### src/rtl/mem_access_unit_pkg.sv
// Shared encodings for the data-memory access path: access sizes, data base
// address and the load/store initiator FSM states.
package mem_access_unit_pkg;

  localparam logic [1:0] MEM_BYTE = 2'b00;
  localparam logic [1:0] MEM_HALF = 2'b01;
  localparam logic [1:0] MEM_WORD = 2'b10;

  localparam logic [31:0] DATA_BASE_ADDRESS = 32'h0000_0000;

  typedef enum logic [1:0] {
    MAU_IDLE   = 2'b00,
    MAU_ACCESS = 2'b01,
    MAU_RESP   = 2'b10,
    MAU_FAULT  = 2'b11
  } mau_state_e;

endpackage

### src/rtl/mem_access_unit_if.sv
// Request/response handshake plus the data-memory port of the load/store unit.
interface mem_access_unit_if;

  logic        req_valid;
  logic        req_ready;
  logic        req_we;
  logic [1:0]  req_op;
  logic        req_ext;
  logic [31:0] req_addr;
  logic [31:0] req_wdata;

  logic        rsp_valid;
  logic [31:0] rsp_rdata;
  logic        rsp_fault;
  logic [31:0] rsp_badaddr;

  logic        DMWr;
  logic        MemRead;
  logic        MemEXT;
  logic [1:0]  MemOp;
  logic [31:0] address;
  logic [31:0] din;
  logic [31:0] dout;

  modport slave (
    input  req_valid, req_we, req_op, req_ext, req_addr, req_wdata, dout,
    output req_ready, rsp_valid, rsp_rdata, rsp_fault, rsp_badaddr,
           DMWr, MemRead, MemEXT, MemOp, address, din
  );

  modport master (
    output req_valid, req_we, req_op, req_ext, req_addr, req_wdata,
    input  req_ready, rsp_valid, rsp_rdata, rsp_fault, rsp_badaddr
  );

  modport mem (
    input  DMWr, MemRead, MemEXT, MemOp, address, din,
    output dout
  );

endinterface

### src/rtl/mem_align_check.sv
// Combinational range/alignment check for a data-memory byte address; shared
// with the instruction-fetch path.
module mem_align_check
  import mem_access_unit_pkg::*;
#(
  parameter logic [31:0] DATA_BASE = DATA_BASE_ADDRESS,
  parameter int unsigned MEM_WORDS = 1024
) (
  input  logic [31:0] addr,
  input  logic [1:0]  op,
  output logic        fault
);

  // 33 bits so a window reaching the top of the address space still compares correctly
  localparam logic [32:0] LIMIT = 33'(MEM_WORDS) << 2;

  logic [31:0] off;
  logic        range_bad;
  logic        align_bad;

  always_comb begin
    off       = addr - DATA_BASE;
    range_bad = ({1'b0, off} >= LIMIT);
    align_bad = 1'b0;
    case (op)
      MEM_BYTE: align_bad = 1'b0;
      MEM_HALF: align_bad = off[0];
      MEM_WORD: align_bad = (off[1:0] != 2'b00);
      default:  align_bad = 1'b1;
    endcase
    fault = range_bad | align_bad;
  end

endmodule

### src/rtl/mem_access_unit.sv
// Load/store initiator: accepts one request, checks it, runs a single memory
// access cycle, captures the load data into the MDR and returns a response pulse.
module mem_access_unit
  import mem_access_unit_pkg::*;
#(
  parameter logic [31:0] DATA_BASE = DATA_BASE_ADDRESS,
  parameter int unsigned MEM_WORDS = 1024
) (
  input logic            clk,
  input logic            rst,
  mem_access_unit_if.slave bus
);

  mau_state_e  state;
  mau_state_e  state_nxt;
  logic        a_we;
  logic        a_ext;
  logic [1:0]  a_op;
  logic [31:0] a_addr;
  logic [31:0] a_wdata;
  logic [31:0] mdr;
  logic        accept;
  logic        fault;

  mem_align_check #(
    .DATA_BASE (DATA_BASE),
    .MEM_WORDS (MEM_WORDS)
  ) u_check (
    .addr  (bus.req_addr),
    .op    (bus.req_op),
    .fault (fault)
  );

  assign accept = bus.req_valid && bus.req_ready;

  always_ff @(posedge clk or posedge rst) begin
    if (rst) state <= MAU_IDLE;
    else     state <= state_nxt;
  end

  always_comb begin
    state_nxt = state;
    case (state)
      MAU_IDLE:   if (accept) state_nxt = fault ? MAU_FAULT : MAU_ACCESS;
      MAU_ACCESS: state_nxt = MAU_RESP;
      MAU_RESP:   state_nxt = MAU_IDLE;
      MAU_FAULT:  state_nxt = MAU_IDLE;
      default:    state_nxt = MAU_IDLE;
    endcase
  end

  always_ff @(posedge clk or posedge rst) begin
    if (rst) begin
      a_we    <= 1'b0;
      a_op    <= 2'b00;
      a_ext   <= 1'b0;
      a_addr  <= 32'h0;
      a_wdata <= 32'h0;
    end else if (accept) begin
      a_we    <= bus.req_we;
      a_op    <= bus.req_op;
      a_ext   <= bus.req_ext;
      a_addr  <= bus.req_addr;
      a_wdata <= bus.req_wdata;
    end
  end

  always_ff @(posedge clk or posedge rst) begin
    if (rst)                      mdr <= 32'h0;
    else if (state == MAU_ACCESS) mdr <= a_we ? 32'h0 : bus.dout;
  end

  assign bus.req_ready = (state == MAU_IDLE) && !rst;

  // Strobes gated by rst so an in-flight write is withdrawn without waiting for an edge
  assign bus.DMWr    = (state == MAU_ACCESS) && a_we && !rst;
  assign bus.MemRead = (state == MAU_ACCESS) && !a_we && !rst;
  assign bus.address = a_addr;
  assign bus.MemOp   = a_op;
  assign bus.MemEXT  = a_ext;
  assign bus.din     = a_wdata;

  assign bus.rsp_valid   = (state == MAU_RESP) || (state == MAU_FAULT);
  assign bus.rsp_fault   = (state == MAU_FAULT);
  assign bus.rsp_rdata   = (state == MAU_RESP) ? mdr : 32'h0;
  assign bus.rsp_badaddr = (state == MAU_FAULT) ? a_addr : 32'h0;

endmodule

### src/flat_wrapper.sv
// flat-port wrapper written by rule: the top's interface ports become plain ports
module mem_access_unit_flat import mem_access_unit_pkg::*;
#(
  parameter logic [31:0] DATA_BASE = DATA_BASE_ADDRESS,
  parameter int unsigned MEM_WORDS = 1024
)
  (clk, rst, bus_req_valid, bus_req_we, bus_req_op, bus_req_ext, bus_req_addr, bus_req_wdata, bus_dout, bus_req_ready, bus_rsp_valid, bus_rsp_rdata, bus_rsp_fault, bus_rsp_badaddr, bus_DMWr, bus_MemRead, bus_MemEXT, bus_MemOp, bus_address, bus_din);
  mem_access_unit_if bus_i ();
  input logic clk;
  input logic rst;
  input wire logic [$bits(bus_i.req_valid)-1:0] bus_req_valid;
  input wire logic [$bits(bus_i.req_we)-1:0] bus_req_we;
  input wire logic [$bits(bus_i.req_op)-1:0] bus_req_op;
  input wire logic [$bits(bus_i.req_ext)-1:0] bus_req_ext;
  input wire logic [$bits(bus_i.req_addr)-1:0] bus_req_addr;
  input wire logic [$bits(bus_i.req_wdata)-1:0] bus_req_wdata;
  input wire logic [$bits(bus_i.dout)-1:0] bus_dout;
  output wire logic [$bits(bus_i.req_ready)-1:0] bus_req_ready;
  output wire logic [$bits(bus_i.rsp_valid)-1:0] bus_rsp_valid;
  output wire logic [$bits(bus_i.rsp_rdata)-1:0] bus_rsp_rdata;
  output wire logic [$bits(bus_i.rsp_fault)-1:0] bus_rsp_fault;
  output wire logic [$bits(bus_i.rsp_badaddr)-1:0] bus_rsp_badaddr;
  output wire logic [$bits(bus_i.DMWr)-1:0] bus_DMWr;
  output wire logic [$bits(bus_i.MemRead)-1:0] bus_MemRead;
  output wire logic [$bits(bus_i.MemEXT)-1:0] bus_MemEXT;
  output wire logic [$bits(bus_i.MemOp)-1:0] bus_MemOp;
  output wire logic [$bits(bus_i.address)-1:0] bus_address;
  output wire logic [$bits(bus_i.din)-1:0] bus_din;
  assign bus_i.req_valid = bus_req_valid;
  assign bus_i.req_we = bus_req_we;
  assign bus_i.req_op = bus_req_op;
  assign bus_i.req_ext = bus_req_ext;
  assign bus_i.req_addr = bus_req_addr;
  assign bus_i.req_wdata = bus_req_wdata;
  assign bus_i.dout = bus_dout;
  assign bus_req_ready = bus_i.req_ready;
  assign bus_rsp_valid = bus_i.rsp_valid;
  assign bus_rsp_rdata = bus_i.rsp_rdata;
  assign bus_rsp_fault = bus_i.rsp_fault;
  assign bus_rsp_badaddr = bus_i.rsp_badaddr;
  assign bus_DMWr = bus_i.DMWr;
  assign bus_MemRead = bus_i.MemRead;
  assign bus_MemEXT = bus_i.MemEXT;
  assign bus_MemOp = bus_i.MemOp;
  assign bus_address = bus_i.address;
  assign bus_din = bus_i.din;
  mem_access_unit #(.DATA_BASE(DATA_BASE), .MEM_WORDS(MEM_WORDS)) u_core (.clk(clk), .rst(rst), .bus(bus_i));
endmodule
### config.mk
export PLATFORM = sky130hd
export DESIGN_NAME = mem_access_unit_flat
export DESIGN_NICKNAME = d
export VERILOG_FILES = /design/src/rtl/mem_access_unit_pkg.sv /design/src/rtl/mem_access_unit_if.sv /design/src/rtl/mem_align_check.sv /design/src/rtl/mem_access_unit.sv /design/src/flat_wrapper.sv
export SDC_FILE = /design/constraint.sdc
export NUM_CORES = 1
export LEC_CHECK = 0
export CAP_MARGIN = 20
export CELL_PAD_IN_SITES_DETAIL_PLACEMENT = 1
export CELL_PAD_IN_SITES_GLOBAL_PLACEMENT = 1
export CORE_MARGIN = 2
export CORE_UTILIZATION = 30
export CTS_BUF_LIST = sky130_fd_sc_hd__clkbuf_4 sky130_fd_sc_hd__clkbuf_8 sky130_fd_sc_hd__clkbuf_16
export DETAILED_ROUTE_END_ITERATION = 12
export PLACE_DENSITY = 0.81
export SYNTH_ARGS = -nofsm -noshare
export SYNTH_HDL_FRONTEND = slang
export SYNTH_SLANG_ARGS = --single-unit
### constraint.sdc
create_clock -name clk -period 4.2 [get_ports clk]
set_input_delay 0.84 -clock clk [delete_from_list [all_inputs] [get_ports clk]]
set_output_delay 0.84 -clock clk [all_outputs]
set_load 0.02 [all_outputs]
* Word-level counts from Yosys, hierarchy flattened *
Index checks and enable logic that the tools add are counted.

word-level totals
  register bits after elaboration = 102
  output and inout port bits = 136

operators by class
  magnitude comparators = 1
  equal/unequal tests = 6
  mux-type cells = 7
  bitwise operators = 1
  reduce and logical (&&, ||, !) cells = 13

operator list
  kind                                                                  number
  2-to-1 mux 32 bit                                                     3
  greater-or-equal comparator 32 x 13 -> 1 bit (second input constant)  1
  equality test 2 bit (second input constant)                           3
  logical AND 1 bit                                                     6
  case mux 2 bit (3 select lines)                                       1
  equality test 2 x 1 -> 1 bit (second input constant)                  2
  zero test 2 bit                                                       2
  2-to-1 mux 2 bit                                                      2
  case mux 1 bit (3 select lines)                                       1
  zero test 1 bit                                                       2
  != test 2 x 1 -> 1 bit (second input constant)                        1
  nonzero test 2 bit                                                    1
  OR reduction 2 bit                                                    1
  logical OR 1 bit                                                      1
  bitwise OR 1 bit                                                      1

* Longest topological paths before layout *
  depth in word-level cells = 6
  mapped depth = 7
  mapped depth without buffers = 4

* Cells and area by module *
A second synthesis with hierarchy kept.

unflattened totals
  cells, all modules = 344
  area total of the unflattened synthesis = 4,555.6 um2

by module, submodules not included
  module           instances  cells an instance  area an instance (um2)  sequential area each (um2)
  mem_access_unit  1          335                4,498.1                 2,552.4
  mem_align_check  1          9                  57.6                    0.0

* Worst setup path before layout *
OpenSTA, ideal clock, no wires.

  path type = register to output
  start point = register u_core.state[1]
  end point = output bus_DMWr
  data arrival time = 1,503 ps
  data required time = 3,360 ps
  setup slack = 1,857 ps
  stages on the path, launching flop included = 6
  cell sequence = dfrtp_1 -> buf_6 -> nand2b_1 -> buf_2 -> buf_2 -> nor3b_1

on the way
  cells in the longest elaborated chain, start to end = 3

ends and longest elaborated chain
  item                             line                   RTL
  start, declared                  mem_access_unit.sv:14  mau_state_e state;
  start signal, assigned           mem_access_unit.sv:38  else state <= state_nxt;
  equality test 2 x 1 -> 1 bit     mem_access_unit.sv:76  assign bus.DMWr = (state == MAU_ACCESS) && a_we && !rst;
  logical AND 1 bit (2 in series)  mem_access_unit.sv:76
  end, declared                    flat_wrapper.sv:23     output wire logic [$bits(bus_i.DMWr)-1:0] bus_DMWr;

No other way between the ends.

* Worst setup path in the final report *
  start point = register u_core.state[0]
  end point = output bus_rsp_rdata[31]

on the way
  cells in the longest elaborated chain, start to end = 2

ends and longest elaborated chain
  item                 line                   RTL
  equality test 2 bit  mem_access_unit.sv:85  assign bus.rsp_rdata = (state == MAU_RESP) ? mdr : 32'h0;
  2-to-1 mux 32 bit    mem_access_unit.sv:85
  end, declared        flat_wrapper.sv:20     output wire logic [$bits(bus_i.rsp_rdata)-1:0] bus_rsp_rdata;

No other way between the ends.

==> results.cfg <==
[outcome]
status = completed

[cts]
clock_sinks = 102
cts_hold_buf = 0
clock_latency_ns = 0.34
cts_resized = 0
htreeDepth = 3
cts-root-buf = clkbuf_16
clock_path_buffers = 2
postCtsSetupRepairBufs = 0
clk_pin_slew_worst_paths_ns = 0.07
tritoncts = done
cts_buffers = 9

[power]
p_sw_mw = 1.12
combPwrFrac_pct = 35.6
total_power_mw = 3.42
power_density_nw_per_um2 = 468
switching_share_pct = 32.7
p_int_mw = 2.30
pwr-share-clk_pct = 22.5
ir_worst_vdd_mv = 0.219
seq_power_share_pct = 41.8
p_leak_nw = 3.09

[floorplanning]
io_pins = 239
num_rows = 44
fp.dieH_um = 127
core-area_um2 = 14600
initial_core_util_pct = 31.0
die_x_um = 127
dieArea_um2 = 16100

[worst_setup_path]
max_stage_delay_ns = 0.78
worstSetupEndpointType = output port
worst-setup-path-type = reg -> out
cp_top_family = simple AND/OR/NAND/NOR gates
cp_slowest_cell = nor2b_2
path_cells = nor2b_2, and2_1, clkdlybuf4s50_1
cp.arrival_ns = 2.38
ff2ff_setup_slack_ns = 1.74
cp_max_fo = 32
worstSetupStartpointType = flop
crit_buf_inv = 1
required_ns = 3.36

[finish]
num-fill-cells = 1512
multi_input_area_um2 = 1780
antenna_cells = 0
layout_commonest_cell = clkdlybuf4s50_1
fin_nets = 708
final_cell_mix = 238 x clkdlybuf4s50_1, 102 x dfrtp_1, 39 x mux2_1, 33 x and2_1
syn_to_final_growth_pct = 60.6
final-seq-area_um2 = 2550
layout-drive-gt1-share_pct = 9.36
final_core_util_pct = 49.8

[placement]
dp_hpwl_um = 10700
port-buffer-count = 238
routabilityCongestion = 0.717

[sta]
tightestPinTransition_ns = 0.999
setup-tns-final_ns = 0
final-hold-violation-count = 0
maxSlewViolCount = 0
hold_slack_ns = 0.471
skew_ns = 0.00745
rsz0062_at_grt = no
fin_crit_sh_pct = 76.7
post-route-min-period_ns = 3.22
relSlewSlack_pct = 33.1
max_clock_freq_mhz = 310
setup_viol_count_final = 0

[grt]
grt_max_degree = 82
antenna_found_initial = 0
grt_pass1_vias = 4230
grt_first_pass_wirelength_um = 22900
grt-ovfl-total = 0
gr-usage-all-layers_pct = 18.1

[min_path]
min_path_type = reg -> reg

[yosys]
ys_ff_latch = 102
synth_edf_count = 0
yosys_warnings = 0
async_flop_share_pct = 100
yosys-top-cells-area = dfrtp_1 56%, mux2_1 9.7%, mux2_2 7.2%
seq_area_frac_synth_pct = 56.2
synth_ff_type = dfrtp_1
synth_compound_area_share_pct = 4.02
synth_cells = 378
syn_area_per_cell_um2 = 12.0
yosys.area.top_type_share_pct = 56.2
synth_area_leader_cell = dfrtp_1
synth-xor-area-share_pct = 0
synth-simple-area-share_pct = 18.2
synthMuxAreaShare_pct = 16.9
synthesis.area_um2 = 4540
synth_top_family_by_area = simple AND/OR/NAND/NOR gates
synth_fa_ha_area_share_pct = 0
syn-num-nets = 481
yosysUniqueCellTypes = 27

[detailed_routing]
vias = 3727
firstDrtPassIters = 4
ant_nets = 0
route.detailed.drc = 0
drt-total-wl_um = 14500
wl_per_cell_um = 18.3
drtIter0Drc = 116
routed_via_density = 4.70

[job]
maxCapViolCount = 0
-- area by class of cell --
type	count	area share, %
well taps	184	3.16
repair buffers	245	33.7
clock buffers	11	3.29
multi-input cells	245	24.4
inverters	2	0.154
clock inverters	4	0.343
flip-flops and latches	102	35.0
-- cell usage after synthesis, drive strengths merged (3+ instances only) --
cell type  number
dfrtp         102
nor3            4
nand2b         33
clkbuf         17
nor4            3
and3           32
buf            12
and2           33
o21ai          32
nand2          33
mux2           68
-- worst paths after layout --
| check | end | start | cells after the start |
|---|---|---|---|
| worst max-delay path | bus_rsp_rdata[31] | u_core.state[0] | 3 |
| worst max register to register | u_core.bus.din[7] | u_core.state[0] | 6 |
| min in group asynchronous | u_core.mdr[4] | rst | 2 |
| worst min register to register | u_core.mdr[20] | u_core.mdr[20] | 2 |
| worst min-delay path | u_core.mdr[20] | u_core.mdr[20] | 2 |
| max in group asynchronous | u_core.bus.din[23] | rst | 3 |
-- metal layers --
layer / vias to the layer above / routed length, um / global-route usage, % / share of wire, %
met3: 16 / 1100 / 5.40 / 7.6
met1: 1834 / 5940 / 22.3 / 41
met5: - / 0 / 0 / 0
li1: 1729 / - / - / -
met2: 148 / 7220 / 31.1 / 50
met4: 0 / 227 / 5.17 / 1.6
-- per-stage QoR --
stage	area [um^2]	std cells	setup slack, ns
CTS	7260	792	0.923
global route	7290	793	0.773
floorplan	4540	378	0.685
finish	7290	793	0.977
global placement	7000	777	1.06
detailed placement	7000	777	0.958
-- registers in the layout (all words and copies together), names as in the netlist --
| signal | count |
|---|---|
| u_core.mdr | 32 |
| u_core.a_we | 1 |
| u_core.bus.MemOp | 2 |
| u_core.bus.address | 32 |
| u_core.bus.MemEXT | 1 |
| u_core.bus.din | 32 |
| u_core.state | 2 |
-- worst min-delay path: stages (launching register included) --
cell,delay (ns)
dfrtp_1,0.33
nand2_1,0.04
o21ai_0,0.06
-- kinds of logic after synthesis --
| family | count (synthesis) |
|---|---|
| flip-flops | 102 |
| AND/OR/NAND/NOR | 142 |
| buffers and inverters | 31 |
| multiplexers | 68 |
| AO/OA/AOI/OAI | 35 |
-- power groups by stage --
stage	sequential [mW]	combinational, mW	clock (mW)
after floorplan	1.60	0.417	0
after global placement	1.43	1.19	0
after detailed placement	1.45	1.23	0
after CTS	1.44	1.23	0.793
after global routing	1.47	1.30	0.838
final	1.43	1.22	0.770
(Power assumes the default switching activity.)
==> edit 1, RTL diff (config.mk and constraints unchanged) <==
`MEM_WORDS` is set to 1024 in 3 places; all go to 768.
--- a/src/rtl/mem_align_check.sv
+++ b/src/rtl/mem_align_check.sv
@@ -6,3 +6,3 @@
   parameter logic [31:0] DATA_BASE = DATA_BASE_ADDRESS,
-  parameter int unsigned MEM_WORDS = 1024
+  parameter int unsigned MEM_WORDS = 768
 ) (
--- a/src/rtl/mem_access_unit.sv
+++ b/src/rtl/mem_access_unit.sv
@@ -6,3 +6,3 @@
   parameter logic [31:0] DATA_BASE = DATA_BASE_ADDRESS,
-  parameter int unsigned MEM_WORDS = 1024
+  parameter int unsigned MEM_WORDS = 768
 ) (
--- a/src/flat_wrapper.sv
+++ b/src/flat_wrapper.sv
@@ -4,3 +4,3 @@
   parameter logic [31:0] DATA_BASE = DATA_BASE_ADDRESS,
-  parameter int unsigned MEM_WORDS = 1024
+  parameter int unsigned MEM_WORDS = 768
 )
Behaviour: not the same (a bounded check fails within 4 cycles, from zero or initial values and one cycle with rst high).
==> edit 1 against the unedited design <==
- global-route usage is 0.88 points lower
- core utilization is 1.7 points lower
- power is 7.0% higher
- sequential cell count stayed put
- setup slack worse by 0.099 ns
- synthesized area is 6.6% higher
- first-iteration DRC count is 22% lower
- wire length is 3.1% higher
- via count is 0.48% lower
- clock skew is 0.0022 ns higher
- final area is 4.3% higher
- combinational power is 9% higher
==> edit 1: results (changes against the unedited design) <==
[global_route]
grt_usage = 0.1726  ; -0.008774
grt_max_degree = 67  ; -18%
grt_pass1_wl_mm = 22.76  ; -0.81%

[sta]
timing.slew.headroom = 0.3122  ; -0.01845
timing.hold.ws_ns = 0.4740  ; +0.003356 ns
clock_skew_ns = 0.009641  ; +0.002188 ns
fmax_mhz = 301.0  ; -3.0%

[cells_and_area]
multi_input_area_um2 = 2034  ; +14%
fill_cells = 1639  ; +8.4%
drive_above_1_share = 0.1541  ; +0.06050

[setup_path]
crit_family = buffers and inverters
max_stage_delay_ns = 0.61  ; -0.17 ns
crit_start = u_core.state[1]
crit_slowest_cell = clkdlybuf4s50_1
cp_max_fo = 32  ; unchanged
arrival_ns = 2.48  ; +0.10 ns

[place]
post-dp-hpwl_mm = 11.05  ; +3.5%
dp_cells = 810  ; +4.2%
dpl-instance-area_um2 = 7305  ; +4.4%
dp_slack_ns = 1.087  ; +0.1292 ns

[routing]
route.met2.wl_mm = 7.611  ; +5.4%
wl_met3_mm = 1.056  ; -3.9%
first_iter_violations = 91  ; -22%
viasPerCell = 4.490  ; -4.5%
drc_errors = 0  ; unchanged
routedLengthMet1_mm = 6.101  ; +2.7%
vias = 3709  ; -0.48%

[synth]
synth_compound_area_frac = 0.03772  ; -0.002504
syn_nets = 483  ; +0.42%
synthTopCellsByArea = dfrtp_1 (53%), mux2_4 (21%), and2_1 (4.3%), and3_1 (4.3%), nand2b_1 (4.3%)
muxShareOfSynthArea = 0.2108  ; +0.04220
ys_seq_area_frac = 0.5270  ; -0.03499
synthTopCellsByCount = dfrtp_1 (102), mux2_4 (68)
syn_inst = 380  ; +0.53%

[power]
p_leak_nw = 3.314  ; +7.4%
ir_worst_vdd_uv = 242.9  ; +11%

[outcome]
status = completed

[worst_hold_path]
min_from = u_core.mdr[28]

==> edit 1: cell count changes after synthesis, moves of 4 or more <==
cell    delta
mux2_1    -39
mux2_2    -29
buf_12     +4
mux2_4    +68
==> edit 1: worst paths after layout <==
| path | end | cells after the start |
|---|---|---|
| setup / recovery | bus_rsp_rdata[20] | 5 |
| hold / removal | u_core.mdr[28] | 2 |
| setup reg to reg | u_core.bus.address[13] | 4 |
| hold reg to reg | u_core.mdr[28] | 2 |
| max in group asynchronous | u_core.mdr[0] | 4 |
| min in group asynchronous | u_core.bus.address[3] | 3 |
==> edit 1: routing by layer <==
layer	global-route usage	vias to the layer above
li1	-	1722
met5	0	-
met4	0.03692	0
met2	0.3133	149
met3	0.04870	11
met1	0.2032	1827
==> edit 1: report_power, final <==
| group | leakage [nW] | total (W) | internal [W] | switching [W] |
|---|---|---|---|---|
| sequential | 1.24 | 0.00146 | 0.00125 | 0.000209 |
| combinational | 1.92 | 0.00133 | 0.000756 | 0.000575 |
| clock | 0.153 | 0.000865 | 0.000487 | 0.000377 |
| total | 3.31 | 0.00366 | 0.00249 | 0.00116 |
==> edit 1: final cells by class <==
class                           instances  area share
Clock buffer                           11     0.03240
Clock inverter                          5    0.007565
Inverter                                1   0.0009867
Multi-Input combinational cell        247      0.2674
Sequential cell                       102      0.3355
Tap cell                              216     0.03552
Timing Repair Buffer                  244      0.3207
==> edit 1: logic make-up (layout without fill, tap and decap cells) <==
group | after synthesis | after routing
mux | 68 | 68
flops | 102 | 102
simple gates | 144 | 144
buf+inv | 31 | 261
compound gates | 35 | 35
==> edit 1: tightest hold or removal path, cell delays in order (launching register included) <==
cell	delay [ns]
dfrtp_1	0.34
nand2_1	0.04
o21ai_0	0.06
==> edit 2, RTL diff (same settings) <==
Without the edit above. Re-encode `mau_state_e` (4 states) as one-hot, 4 bits wide.
--- a/src/rtl/mem_access_unit_pkg.sv
+++ b/src/rtl/mem_access_unit_pkg.sv
@@ -10,7 +10,7 @@
 
-  typedef enum logic [1:0] {
-    MAU_IDLE   = 2'b00,
-    MAU_ACCESS = 2'b01,
-    MAU_RESP   = 2'b10,
-    MAU_FAULT  = 2'b11
+  typedef enum logic [3:0] {
+    MAU_IDLE   = 4'b0001,
+    MAU_ACCESS = 4'b0010,
+    MAU_RESP   = 4'b0100,
+    MAU_FAULT  = 4'b1000
   } mau_state_e;
Function: no difference found for any inputs over 10 cycles, from zero or initial values and one cycle with rst high; not proved beyond that.
==> edit 2 against the unedited design <==
- wire length shrank 0.26%
- register-to-register slack better by 0.06 ns
- count of clock-buffer cells in the layout fell by 1
- clock skew is 0.0066 ns higher
- setup slack got worse by 0.34 ns
- final area rose by 5.6%
- synthesized area up 6.1%
- power is 12% lower
- critical path type unchanged
- sequential cell count up 2
- sequential share of layout area decreased by 1.2 points
- die area rose by 5.9%
- cell count increased by 4.9%
==> edit 2: results (changes against the unedited design) <==
[global_route]
use_met2 = 0.2950  ; -0.01584
met3_usage = 0.04357  ; -0.01045
grt_pass1_wl_mm = 21.79  ; -5.1%
grt_pass1_vias = 4115  ; -2.7%
grt_usage = 0.1661  ; -0.01525
grt_max_degree = 67  ; -18%
grt_antenna_before_repair = 1  ; +1
use_met1 = 0.1922  ; -0.03032

[setup_path]
crit_start = u_core.state[0]
r2r_cells = 4  ; -2
crit_family = buffers and inverters
arrival_ns = 2.73  ; +0.35 ns
cp_max_fo = 66  ; +110%
reg2reg_slack_ns = 1.80  ; +0.06 ns
crit_slowest_cell = or4b_2
cp-endpoint = bus_DMWr
reg2reg_to = u_core.bus.din[4]
reg2reg_from = u_core.state[1]
max_stage_delay_ns = 0.68  ; -0.10 ns

[synth]
ys_seq_area_frac = 0.5405  ; -0.02146
syn_nets = 481  ; unchanged
yosys_warnings = 0  ; unchanged
synthTopCellsByArea = dfrtp_1 (54%), mux2_4 (21%), and2_1 (8.4%), nand2b_1 (4.2%), nand2_1 (2.5%)
synth.distinct_cells = 26  ; -3.7%
syn_avg_cell_area_um2 = 12.74  ; +6.1%
synthTopCellsByCount = dfrtp_1 (103), mux2_4 (68), and2_1 (65), nand2_1 (32), nand2b_1 (32)
synthArstFlopShare = 1.000  ; unchanged

[place]
portBuffers = 238  ; unchanged
dp_cells = 815  ; +4.9%
gp_congestion = 0.8058  ; +12%
post-dp-hpwl_mm = 10.75  ; +0.63%

[clocking]
h-tree-depth = 3  ; unchanged
clkSlewWorstSetupHoldPaths_ns = 0.08
clockBufferDepth = 2  ; unchanged
clk_latency_ns = 0.35
numCtsBuffers = 9  ; unchanged
cts_resized = 0  ; unchanged

[cells_and_area]
nNetsFinal = 713  ; +0.71%
drive_above_1_share = 0.1626  ; +0.06901

[routing]
vias = 3679  ; -1.3%
dr.pass1.iters = 4  ; unchanged
viasPerCell = 4.422  ; -5.9%
drc_errors = 0  ; unchanged
first_iter_violations = 100  ; -14%
wl_per_cell_um = 17.37  ; -4.9%

[sta]
timing.slew.headroom = 0.3898  ; +0.05919
clock_skew_ns = 0.01405  ; +0.006597 ns

[outcome]
status = completed

[power]
internal-power_w = 0.002113  ; -8.1%
ir_worst_vdd_uv = 173.7  ; -21%
p_leak_nw = 3.402  ; +10%

[worst_hold_path]
hold_path_depth = 2  ; unchanged

edit 2: final cells by class:
cell class / count / area, um^2
fillers: 1684 / 8069
flip-flops and latches: 104 / 2604
repair buffers: 244 / 2440
multi-input cells: 249 / 2083
well taps: 216 / 270.3
clock buffers: 10 / 239.0
clock inverters: 6 / 51.30
inverters: 2 / 11.26
diodes: 1 / 2.502
edit 2: worst min-delay path by stage:
stage                        start              to
floorplan           u_core.mdr[10]  u_core.mdr[10]
global placement    u_core.mdr[16]  u_core.mdr[16]
detailed placement  u_core.mdr[10]  u_core.mdr[10]
CTS                 u_core.mdr[10]  u_core.mdr[10]
global route         u_core.mdr[9]   u_core.mdr[9]
finish              u_core.mdr[10]  u_core.mdr[10]
edit 2: power by group through the flow:
| stage | combinational, W | sequential, W | clock [W] |
|---|---|---|---|
| floorplan | 0.000312 | 0.00141 | 0 |
| global placement | 0.000897 | 0.00128 | 0 |
| detailed placement | 0.000924 | 0.00128 | 0 |
| CTS | 0.000926 | 0.00127 | 0.000850 |
| global route | 0.000961 | 0.00129 | 0.000886 |
| finish | 0.000912 | 0.00127 | 0.000821 |
edit 2: metal layers:
metal | share of wire | vias up
met3 | 0.069 | 20
li1 | - | 1725
met1 | 0.39 | 1796
met4 | 0.021 | 0
met2 | 0.52 | 138
met5 | 0 | -
edit 2: per-stage QoR:
step	worst slack, ns	power [W]	cell area, um^2	hold slack, ns
after CTS	0.6033	0.003047	7699	0.4810
after detailed placement	0.8838	0.002207	7408	0.4638
after floorplan	0.4426	0.001723	4821	0.4418
after global placement	0.8690	0.002173	7408	0.4549
after global routing	0.5196	0.003138	7701	0.5075
final	0.6335	0.003001	7701	0.4741
edit 2: logic make-up after synthesis:
logic type,synth area share
simple gates,0.1769
buf+inv,0.03169
mux,0.2119
flops,0.5405
compound gates,0.03896
